===== config.mk =====
export PLATFORM = sky130hd
export DESIGN_NAME = ifu_fetch_flat
export DESIGN_NICKNAME = d
export VERILOG_FILES = /design/src/rtl/mips_pkg.sv /design/src/rtl/ifu_fetch_if.sv /design/src/rtl/ifu_fetch_fifo.sv /design/src/rtl/ifu_fetch.sv /design/src/flat_wrapper.sv
export SDC_FILE = /design/constraint.sdc
export NUM_CORES = 1
export LEC_CHECK = 0
export ABC_CLOCK_PERIOD_IN_PS = 4200
export CELL_PAD_IN_SITES_DETAIL_PLACEMENT = 0
export CELL_PAD_IN_SITES_GLOBAL_PLACEMENT = 1
export CORE_ASPECT_RATIO = 1.1
export CORE_UTILIZATION = 49
export CTS_CLUSTER_SIZE = 40
export DETAILED_ROUTE_END_ITERATION = 16
export PLACE_DENSITY = 0.79
export SYNTH_ARGS = -nofsm -noshare
export SYNTH_HDL_FRONTEND = slang
export SYNTH_SLANG_ARGS = --single-unit

===== constraint.sdc =====
create_clock -name clk -period 4.2 [get_ports clk]
set_input_delay 0.42 -clock clk [delete_from_list [all_inputs] [get_ports clk]]
set_output_delay 0.42 -clock clk [all_outputs]
set_load 0.05 [all_outputs]

===== src/rtl/mips_pkg.sv =====
// Shared definitions for the instruction fetch stage: word width, reset PC,
// the PC alignment mask and the fetch FSM state encoding.
package mips_pkg;

   localparam int WORD_W = 32;
   localparam logic [WORD_W-1:0] RESET_PC_DEFAULT = 32'h0000_0000;
   localparam logic [WORD_W-1:0] ADDR_ALIGN = 32'hFFFF_FFFC;

   typedef enum logic {
      ST_RESET,
      ST_RUN
   } fetch_state_t;

   // Redirect targets arrive byte-addressed; fetch only ever uses word addresses.
   function automatic logic [WORD_W-1:0] align_pc(input logic [WORD_W-1:0] pc);
      return pc & ADDR_ALIGN;
   endfunction

endpackage


===== src/rtl/ifu_fetch_if.sv =====
// Bundle of the fetch stage's memory request port, redirect input and
// decode handshake; master is the fetch unit, slave is its environment.
interface ifu_fetch_if;
   import mips_pkg::*;

   logic              imem_req;
   logic [WORD_W-1:0] imem_addr;
   logic              imem_gnt;
   logic              imem_rvalid;
   logic [WORD_W-1:0] imem_rdata;
   logic              redirect;
   logic [WORD_W-1:0] redirect_pc;
   logic              ins_valid;
   logic              ins_ready;
   logic [WORD_W-1:0] ins_out;
   logic [WORD_W-1:0] ins_pc;

   modport master (
      output imem_req, imem_addr, ins_valid, ins_out, ins_pc,
      input  imem_gnt, imem_rvalid, imem_rdata, redirect, redirect_pc, ins_ready
   );

   modport slave (
      input  imem_req, imem_addr, ins_valid, ins_out, ins_pc,
      output imem_gnt, imem_rvalid, imem_rdata, redirect, redirect_pc, ins_ready
   );

endinterface


===== src/rtl/ifu_fetch_fifo.sv =====
// Synchronous show-ahead FIFO holding {pc, instruction} pairs for decode.
// Flush overrides push and pop in the same cycle.
module ifu_fifo #(
   parameter  int DEPTH = 4,
   parameter  int WIDTH = 64,
   localparam int PW    = $clog2(DEPTH),
   localparam int CW    = PW + 1
) (
   input  logic             clk,
   input  logic             rst,
   input  logic             flush,
   input  logic             push,
   input  logic [WIDTH-1:0] din,
   input  logic             pop,
   output logic [WIDTH-1:0] dout,
   output logic [CW-1:0]    count
);

   logic [WIDTH-1:0] mem [DEPTH];
   logic [PW-1:0]    wr_ptr;
   logic [PW-1:0]    rd_ptr;
   logic             do_push;
   logic             do_pop;

   // A push into a full FIFO is only legal when the head leaves in the same cycle.
   assign do_pop  = pop && (count != '0);
   assign do_push = push && ((count != CW'(DEPTH)) || do_pop);
   assign dout    = mem[rd_ptr];

   always_ff @(posedge clk) begin
      if (rst || flush) begin
         wr_ptr <= '0;
         rd_ptr <= '0;
         count  <= '0;
      end else begin
         if (do_push) wr_ptr <= wr_ptr + PW'(1);
         if (do_pop)  rd_ptr <= rd_ptr + PW'(1);
         count <= count + CW'(do_push) - CW'(do_pop);
      end
   end

   always_ff @(posedge clk) begin
      if (do_push) mem[wr_ptr] <= din;
   end

endmodule


===== src/rtl/ifu_fetch.sv =====
// Instruction fetch stage: credit-limited word requests to a variable-latency
// memory, in-order buffering for decode, and redirect with old-path squashing.
module ifu_fetch
   import mips_pkg::*;
#(
   parameter int                DEPTH    = 4,
   parameter logic [WORD_W-1:0] RESET_PC = RESET_PC_DEFAULT
) (
   input  logic        clk,
   input  logic        rst,
   ifu_fetch_if.master bus
);

   localparam int PW = $clog2(DEPTH);
   localparam int CW = PW + 1;

   fetch_state_t        state;
   logic [WORD_W-1:0]   fetch_pc;
   logic [CW-1:0]       outstanding;
   logic [CW-1:0]       outstanding_nxt;
   logic [CW-1:0]       drop;
   logic [CW-1:0]       count;
   logic [CW:0]         in_use;
   logic [WORD_W-1:0]   tag_mem [DEPTH];
   logic [PW-1:0]       tag_wr;
   logic [PW-1:0]       tag_rd;
   logic                grant;
   logic                rsp;
   logic                keep;
   logic                pop;
   logic [2*WORD_W-1:0] head;

   // Buffered plus in-flight words never exceed DEPTH, so every response has a slot.
   assign in_use        = {1'b0, count} + {1'b0, outstanding};
   assign bus.imem_req  = (state == ST_RUN) && (in_use < (CW+1)'(DEPTH));
   assign bus.imem_addr = fetch_pc;

   assign grant = bus.imem_req && bus.imem_gnt;
   assign rsp   = bus.imem_rvalid && (outstanding != '0);
   assign keep  = rsp && (drop == '0) && !bus.redirect;
   assign pop   = bus.ins_valid && bus.ins_ready;

   assign outstanding_nxt = outstanding + CW'(grant) - CW'(rsp);

   always_ff @(posedge clk) begin
      if (rst) begin
         state       <= ST_RESET;
         fetch_pc    <= RESET_PC;
         outstanding <= '0;
         drop        <= '0;
         tag_wr      <= '0;
         tag_rd      <= '0;
      end else begin
         state       <= ST_RUN;
         outstanding <= outstanding_nxt;
         if (grant) tag_wr <= tag_wr + PW'(1);
         if (rsp)   tag_rd <= tag_rd + PW'(1);
         // Everything still in flight after a redirect belongs to the old path.
         if (bus.redirect) begin
            fetch_pc <= align_pc(bus.redirect_pc);
            drop     <= outstanding_nxt;
         end else begin
            if (grant) fetch_pc <= fetch_pc + 32'd4;
            if (rsp && (drop != '0)) drop <= drop - CW'(1);
         end
      end
   end

   always_ff @(posedge clk) begin
      if (grant) tag_mem[tag_wr] <= fetch_pc;
   end

   ifu_fifo #(
      .DEPTH (DEPTH),
      .WIDTH (2*WORD_W)
   ) u_fifo (
      .clk   (clk),
      .rst   (rst),
      .flush (bus.redirect),
      .push  (keep),
      .din   ({tag_mem[tag_rd], bus.imem_rdata}),
      .pop   (pop),
      .dout  (head),
      .count (count)
   );

   assign bus.ins_valid = (count != '0);
   assign bus.ins_out   = bus.ins_valid ? head[WORD_W-1:0]        : '0;
   assign bus.ins_pc    = bus.ins_valid ? head[2*WORD_W-1:WORD_W] : '0;

   a_no_orphan_rsp : assert property (@(posedge clk) disable iff (rst)
      bus.imem_rvalid |-> (outstanding != '0));

endmodule


===== src/flat_wrapper.sv =====
// flat-port wrapper written by rule: the top's interface ports become plain ports
module ifu_fetch_flat import mips_pkg::*;
#(
   parameter int                DEPTH    = 4,
   parameter logic [WORD_W-1:0] RESET_PC = RESET_PC_DEFAULT
)
  (clk, rst, bus_imem_req, bus_imem_addr, bus_ins_valid, bus_ins_out, bus_ins_pc, bus_imem_gnt, bus_imem_rvalid, bus_imem_rdata, bus_redirect, bus_redirect_pc, bus_ins_ready);
  ifu_fetch_if bus_i ();
  input  logic clk;
  input  logic rst;
  output wire logic [$bits(bus_i.imem_req)-1:0] bus_imem_req;
  output wire logic [$bits(bus_i.imem_addr)-1:0] bus_imem_addr;
  output wire logic [$bits(bus_i.ins_valid)-1:0] bus_ins_valid;
  output wire logic [$bits(bus_i.ins_out)-1:0] bus_ins_out;
  output wire logic [$bits(bus_i.ins_pc)-1:0] bus_ins_pc;
  input wire logic [$bits(bus_i.imem_gnt)-1:0] bus_imem_gnt;
  input wire logic [$bits(bus_i.imem_rvalid)-1:0] bus_imem_rvalid;
  input wire logic [$bits(bus_i.imem_rdata)-1:0] bus_imem_rdata;
  input wire logic [$bits(bus_i.redirect)-1:0] bus_redirect;
  input wire logic [$bits(bus_i.redirect_pc)-1:0] bus_redirect_pc;
  input wire logic [$bits(bus_i.ins_ready)-1:0] bus_ins_ready;
  assign bus_imem_req = bus_i.imem_req;
  assign bus_imem_addr = bus_i.imem_addr;
  assign bus_ins_valid = bus_i.ins_valid;
  assign bus_ins_out = bus_i.ins_out;
  assign bus_ins_pc = bus_i.ins_pc;
  assign bus_i.imem_gnt = bus_imem_gnt;
  assign bus_i.imem_rvalid = bus_imem_rvalid;
  assign bus_i.imem_rdata = bus_imem_rdata;
  assign bus_i.redirect = bus_redirect;
  assign bus_i.redirect_pc = bus_redirect_pc;
  assign bus_i.ins_ready = bus_ins_ready;
  ifu_fetch #(.DEPTH(DEPTH), .RESET_PC(RESET_PC)) u_core (.clk(clk), .rst(rst), .bus(bus_i));
endmodule

# Word level (Yosys, flattened, before mapping)
# Memories as Yosys holds them, arrays and structs flattened. A register that Yosys moved wholly into a read port is not among the register bits.
# Cells that the tools add are included.
[word_totals]
ff_bits = 50
ramBits = 384
out_inout_bits = 98
mem_count = 2
[classes]
n_addsub = 11
magnitude_cmp = 1
eq_ne = 1
mux = 15
n_reduce_logical = 19
[memory_table]
columns = ["name", "depth", "width", "rd", "rd_clocked_by_memory_dff", "write_ports", "line", "text"]
rows = [
  ["u_core.u_fifo.mem", 4, 64, 1, 1, 1, "ifu_fetch_fifo.sv:19", "logic [WIDTH-1:0] mem [DEPTH];"],
  ["u_core.tag_mem", 4, 32, 1, 1, 1, "ifu_fetch.sv:24", "logic [WORD_W-1:0] tag_mem [DEPTH];"],
]
[ops]
columns = ["cell", "n"]
rows = [
  ["2-to-1 mux 32 bit", 4],
  ["adder 32 x 3 -> 32 bit, second input constant", 1],
  ["logical AND 1 bit", 9],
  ["nonzero test 3 bit", 3],
  ["adder 2 x 1 -> 2 bit, second input constant", 4],
  ["2-to-1 mux 2 bit", 4],
  ["adder 3 x 1 -> 3 bit", 2],
  ["2-to-1 mux 3 bit", 2],
  ["subtractor 3 x 1 -> 3 bit", 2],
  ["2-to-1 mux 1 bit", 5],
  ["adder 3 x 3 -> 4 bit", 1],
  ["less-than comparator 4 x 3 -> 1 bit, second input constant", 1],
  ["nonzero test 2 bit", 2],
  ["logical NOT 3 bit", 1],
  ["!= test 3 bit, second input constant", 1],
  ["subtractor 3 x 1 -> 3 bit, second input constant", 1],
  ["logical OR 1 bit", 2],
  ["OR reduction 2 bit", 1],
  ["logical NOT 1 bit", 1],
]

# Longest topological paths before layout
[depth]
word_depth = 7
depth_mapped = 12
depth_no_buf = 12

# By module
# Synthesis repeated with hierarchy kept, for this count alone.
[hier_totals]
cells_unflattened = 905
area_unflattened_um2 = 16906.2
[modules_own_cells]
columns = ["module", "instances", "cells_per_inst", "area_each_um2"]
rows = [
  ["ifu_fifo", 1, 380, 9678.0],
  ["ifu_fetch", 1, 525, 7228.2],
]

# Least setup slack after synthesis
# OpenSTA, ideal clock, no wires.
[synth_path]
path_type = "register -> register"
startpoint = "register u_core.drop[0]"
endpoint = "memory u_core.u_fifo.mem[0][0] (enable)"
setup_ns = 0.426
arrival_time_ns = 2.582
t_required_ns = 3.774
path_slack_ns = 1.191
path_stages_with_launch = 7
synth_period_minus_slack_ns = 3.009
path_cell_list = "dfxtp_1 > inv_1 > ha_1 > nand2b_1 > nand3b_1 > nor2_1 > and2_1"
[synth_between]
elab_chain_cells = 6
[synth_lines]
columns = ["item", "line", "text"]
rows = [
  ["from (decl)", "ifu_fetch.sv:21", "logic [CW-1:0] drop;"],
  ["from (signal assigned)", "ifu_fetch.sv:61", "drop <= outstanding_nxt;"],
  ["from (signal assigned)", "ifu_fetch.sv:64", "if (rsp && (drop != '0)) drop <= drop - CW'(1);"],
  ["logical NOT 3 bit", "ifu_fetch.sv:40", "assign keep = rsp && (drop == '0) && !bus.redirect;"],
  ["logical AND 1 bit (2 in series)", "ifu_fetch.sv:40", ""],
  ["logical AND 1 bit", "ifu_fetch_fifo.sv:27", "assign do_push = push && ((count != CW'(DEPTH)) || do_pop);"],
  ["2-to-1 mux 1 bit", "ifu_fetch_fifo.sv:43", "if (do_push) mem[wr_ptr] <= din;"],
  ["2-to-1 mux 1 bit (implied by the code)", "ifu_fetch_fifo.sv:43", ""],
  ["to (decl)", "ifu_fetch_fifo.sv:19", ""],
]
# Every way passes these cells.

# Final worst setup path
[layout_path]
startpoint = "register u_core.u_fifo.count[1]"
endpoint = "output port bus_ins_out[11]"
[layout_between]
elab_chain_cells = 2
[layout_lines]
columns = ["item", "line", "text"]
rows = [
  ["from (decl)", "ifu_fetch_fifo.sv:16", "output logic [CW-1:0] count"],
  ["from (signal assigned)", "ifu_fetch_fifo.sv:38", "count <= count + CW'(do_push) - CW'(do_pop);"],
  ["nonzero test 3 bit", "ifu_fetch.sv:87", "assign bus.ins_valid = (count != '0);"],
  ["2-to-1 mux 32 bit", "ifu_fetch.sv:88", "assign bus.ins_out = bus.ins_valid ? head[WORD_W-1:0] : '0;"],
  ["to (decl)", "flat_wrapper.sv:14", "output wire logic [$bits(bus_i.ins_out)-1:0] bus_ins_out;"],
]
# Every way passes these cells.

==> results.cfg <==
[timing]
finalSetupViolCount = 0
worstMarginPinSlew_ns = 0.910
hold_viol = 0
tns_ns = 0
timing.max_slew.rel_slack_pct = 39.3
min_period_ns = 3.39
skew_ns = 0.0192
rsz0062_at_grt = false
drv_slew = 0
timing.final.crit_share_pct = 80.8
fmax_mhz = 295
setup_slack_ns = 0.807

[pwr]
p_total_mw = 10.3
leakage_nw = 6.36
peakVddDrop_mv = 0.326
p_per_area_nw_per_um2 = 516

[global_routing]
grt_pass1_vias = 8630
globalRouteOverflowTotal = 0
grt_util_all_layers_pct = 18.4
antenna_found_initial = 0
grt_max_degree = 63
grt_pass1_wl_um = 48100

[die]
fp.dieW_um = 177
core_area_sq_um = 33200
floorplan.initialDensity_pct = 49.6
rows = 70
pin_count = 168
die_area_sq_um = 34300
die_h_um = 194

[place]
place_congestion = 0.785
post-dp-hpwl_um = 18400
place_area_sq_um = 18600
place_ws_ns = 1.25
port_buffers = 161

[worst_setup_path]
cp_data_arrival_time_ns = 2.97
critPathBufInv = 2
start_kind = register
worstPathCellList = or3_2 > buf_4 > and2_1 > clkdlybuf4s50_1
cp_data_required_time_ns = 3.78
cp-end-kind = primary output
path_max_fanout = 53
worst-setup-path-type = reg -> out
cp_top_family = simple AND/OR/NAND/NOR gates
slowest_stage = or3_2
max_stage_delay_ns = 0.89

[synth]
synth_cell_types = 44
synthAdderAreaFrac_pct = 1.46
synth-edff-count = 368
muxShareOfSynthArea_pct = 12.6
ys_seq_elements = 420
yosys.area.top_type = edfxtp_1
syn_area_sq_um = 16500
synthArstFlopShare_pct = 0
avgSynthCellArea_sq_um = 18.6
synthTopCellsByArea = edfxtp_1 67%, mux4_2 13%, dfxtp_1 6.3%, and2_1 2.7%, ha_1 1.2%
seq_area_frac_synth_pct = 73.5
synth_top_area_share_pct = 67.1
synth_compound_area_share_pct = 1.98
synth_ff_type = edfxtp_1
synthCells = 887
synth_top_family_by_area = multiplexers
ys.warnings.count = 0
synth_xor_area_share_pct = 1.76
synthSimpleGateAreaFrac_pct = 7.14

[min_path]
hold_path_class = in -> reg

[route]
vias = 8331
route.antenna.remaining_nets = 0
viasPerCell = 5.46
wl_per_cell_um = 20.2
first_pass_iters = 5
drc = 0
wl_um = 30800
drt-initial-drc-count = 644

[clock_tree]
clock_latency_ns = 0.52
clock_path_buffers = 3
cts_sinks = 420
ctsHtreeMaxLevel = 2
holdBufCountCts = 0
cts_setup_buffers = 0
post_cts_resized = 0
cts-buffers-inserted = 40
clk_pin_slew_worst_paths_ns = 0.07
root_buffer = clkbuf_16
cts_tree = built

[final_layout]
final_cell_mix = 368 x edfxtp_1, 161 x clkdlybuf4s50_1, 92 x mux4_2
layout-drive-gt1-share_pct = 16.2
finalInstanceArea_sq_um = 20000
layout.nets = 1151
postLayoutCoreUtil_pct = 60.2
diodes = 0
area_growth_pct = 21.4
final_common_cell = edfxtp_1

[run]
drv_cap = 0

[outcome]
status = finished clean
final timing paths:
path / startpoint / to / slack (ns) / depth (start not counted)
max: u_core.u_fifo.count[1] / bus_ins_out[11] / 0.81 / 4
min: bus_redirect_pc[5] / u_core.bus.imem_addr[5] / 0.46 / 3
max reg2reg: u_core.u_fifo.count[2] / u_core.tag_mem[0][14] / 1.28 / 6
min reg2reg: u_core.tag_wr[1] / u_core.tag_wr[1] / 0.50 / 2
synth_stat cells, types with 8 or more instances:
master and number:
edfxtp_1 368, ha_1 16, and2_1 71, o21ai_0 12, nand3_1 14, xor2_1 14
nor2_1 41, buf_1 11, a211oi_1 11, mux4_2 92, a311oi_1 8, xnor2_1 19
clkbuf_1 30, inv_1 16, a21oi_1 10, dfxtp_1 52, nand4_1 18, nand2_1 29
cell type report:
| class | count | area, sq um |
|---|---|---|
| Clock buffer | 48 | 1070 |
| Clock inverter | 24 | 285 |
| Fill cell | 2432 | 13200 |
| Inverter | 17 | 63.8 |
| Multi-Input combinational cell | 407 | 4130 |
| Sequential cell | 420 | 12100 |
| Tap cell | 432 | 541 |
| Timing Repair Buffer | 177 | 1790 |
tightest hold or removal path, stage by stage:
cell             delay (ns)
clkdlybuf4s50_1        0.40
nand2_1                0.06
a21oi_1                0.05
where the power goes:
part | switching, mW | internal [mW]
sequential | 0.172 | 4.89
clock | 1.44 | 2.24
combinational | 0.901 | 0.664
through the flow:
stage	hold slack [ns]	std cells
after floorplan	0.469	890
final	0.460	1525
after detailed placement	0.499	1453
after global placement	0.490	1453
after CTS	0.443	1525
after global routing	0.463	1525
state kept, by name, summed over array words and instances (netlist names), named ones only:
name	count
u_core.bus.imem_addr	30
u_core.drop	3
u_core.outstanding	3
u_core.state	1
u_core.tag_mem	120
u_core.tag_rd	2
u_core.tag_wr	2
u_core.u_fifo.count	3
u_core.u_fifo.mem	248
u_core.u_fifo.rd_ptr	2
u_core.u_fifo.wr_ptr	2
logic make-up (layout without fill, tap and decap cells):
family | after synthesis | count (layout)
buffers and inverters | 63 | 266
multiplexers | 93 | 93
other | 1 | 4
AO/OA/AOI/OAI | 49 | 49
AND/OR/NAND/NOR | 210 | 210
adder cells (fa/ha/maj) | 18 | 18
XOR/XNOR | 33 | 33
flip-flops | 420 | 420
per-layer routing:
layer  global-route usage (%)  part of all wire, %
met4                     5.84                  2.4
met1                     24.9                   43
met3                     2.90                  5.0
met5                        0                    0
met2                     30.7                   49
Note: power is estimated with default switching activity, not from simulation.
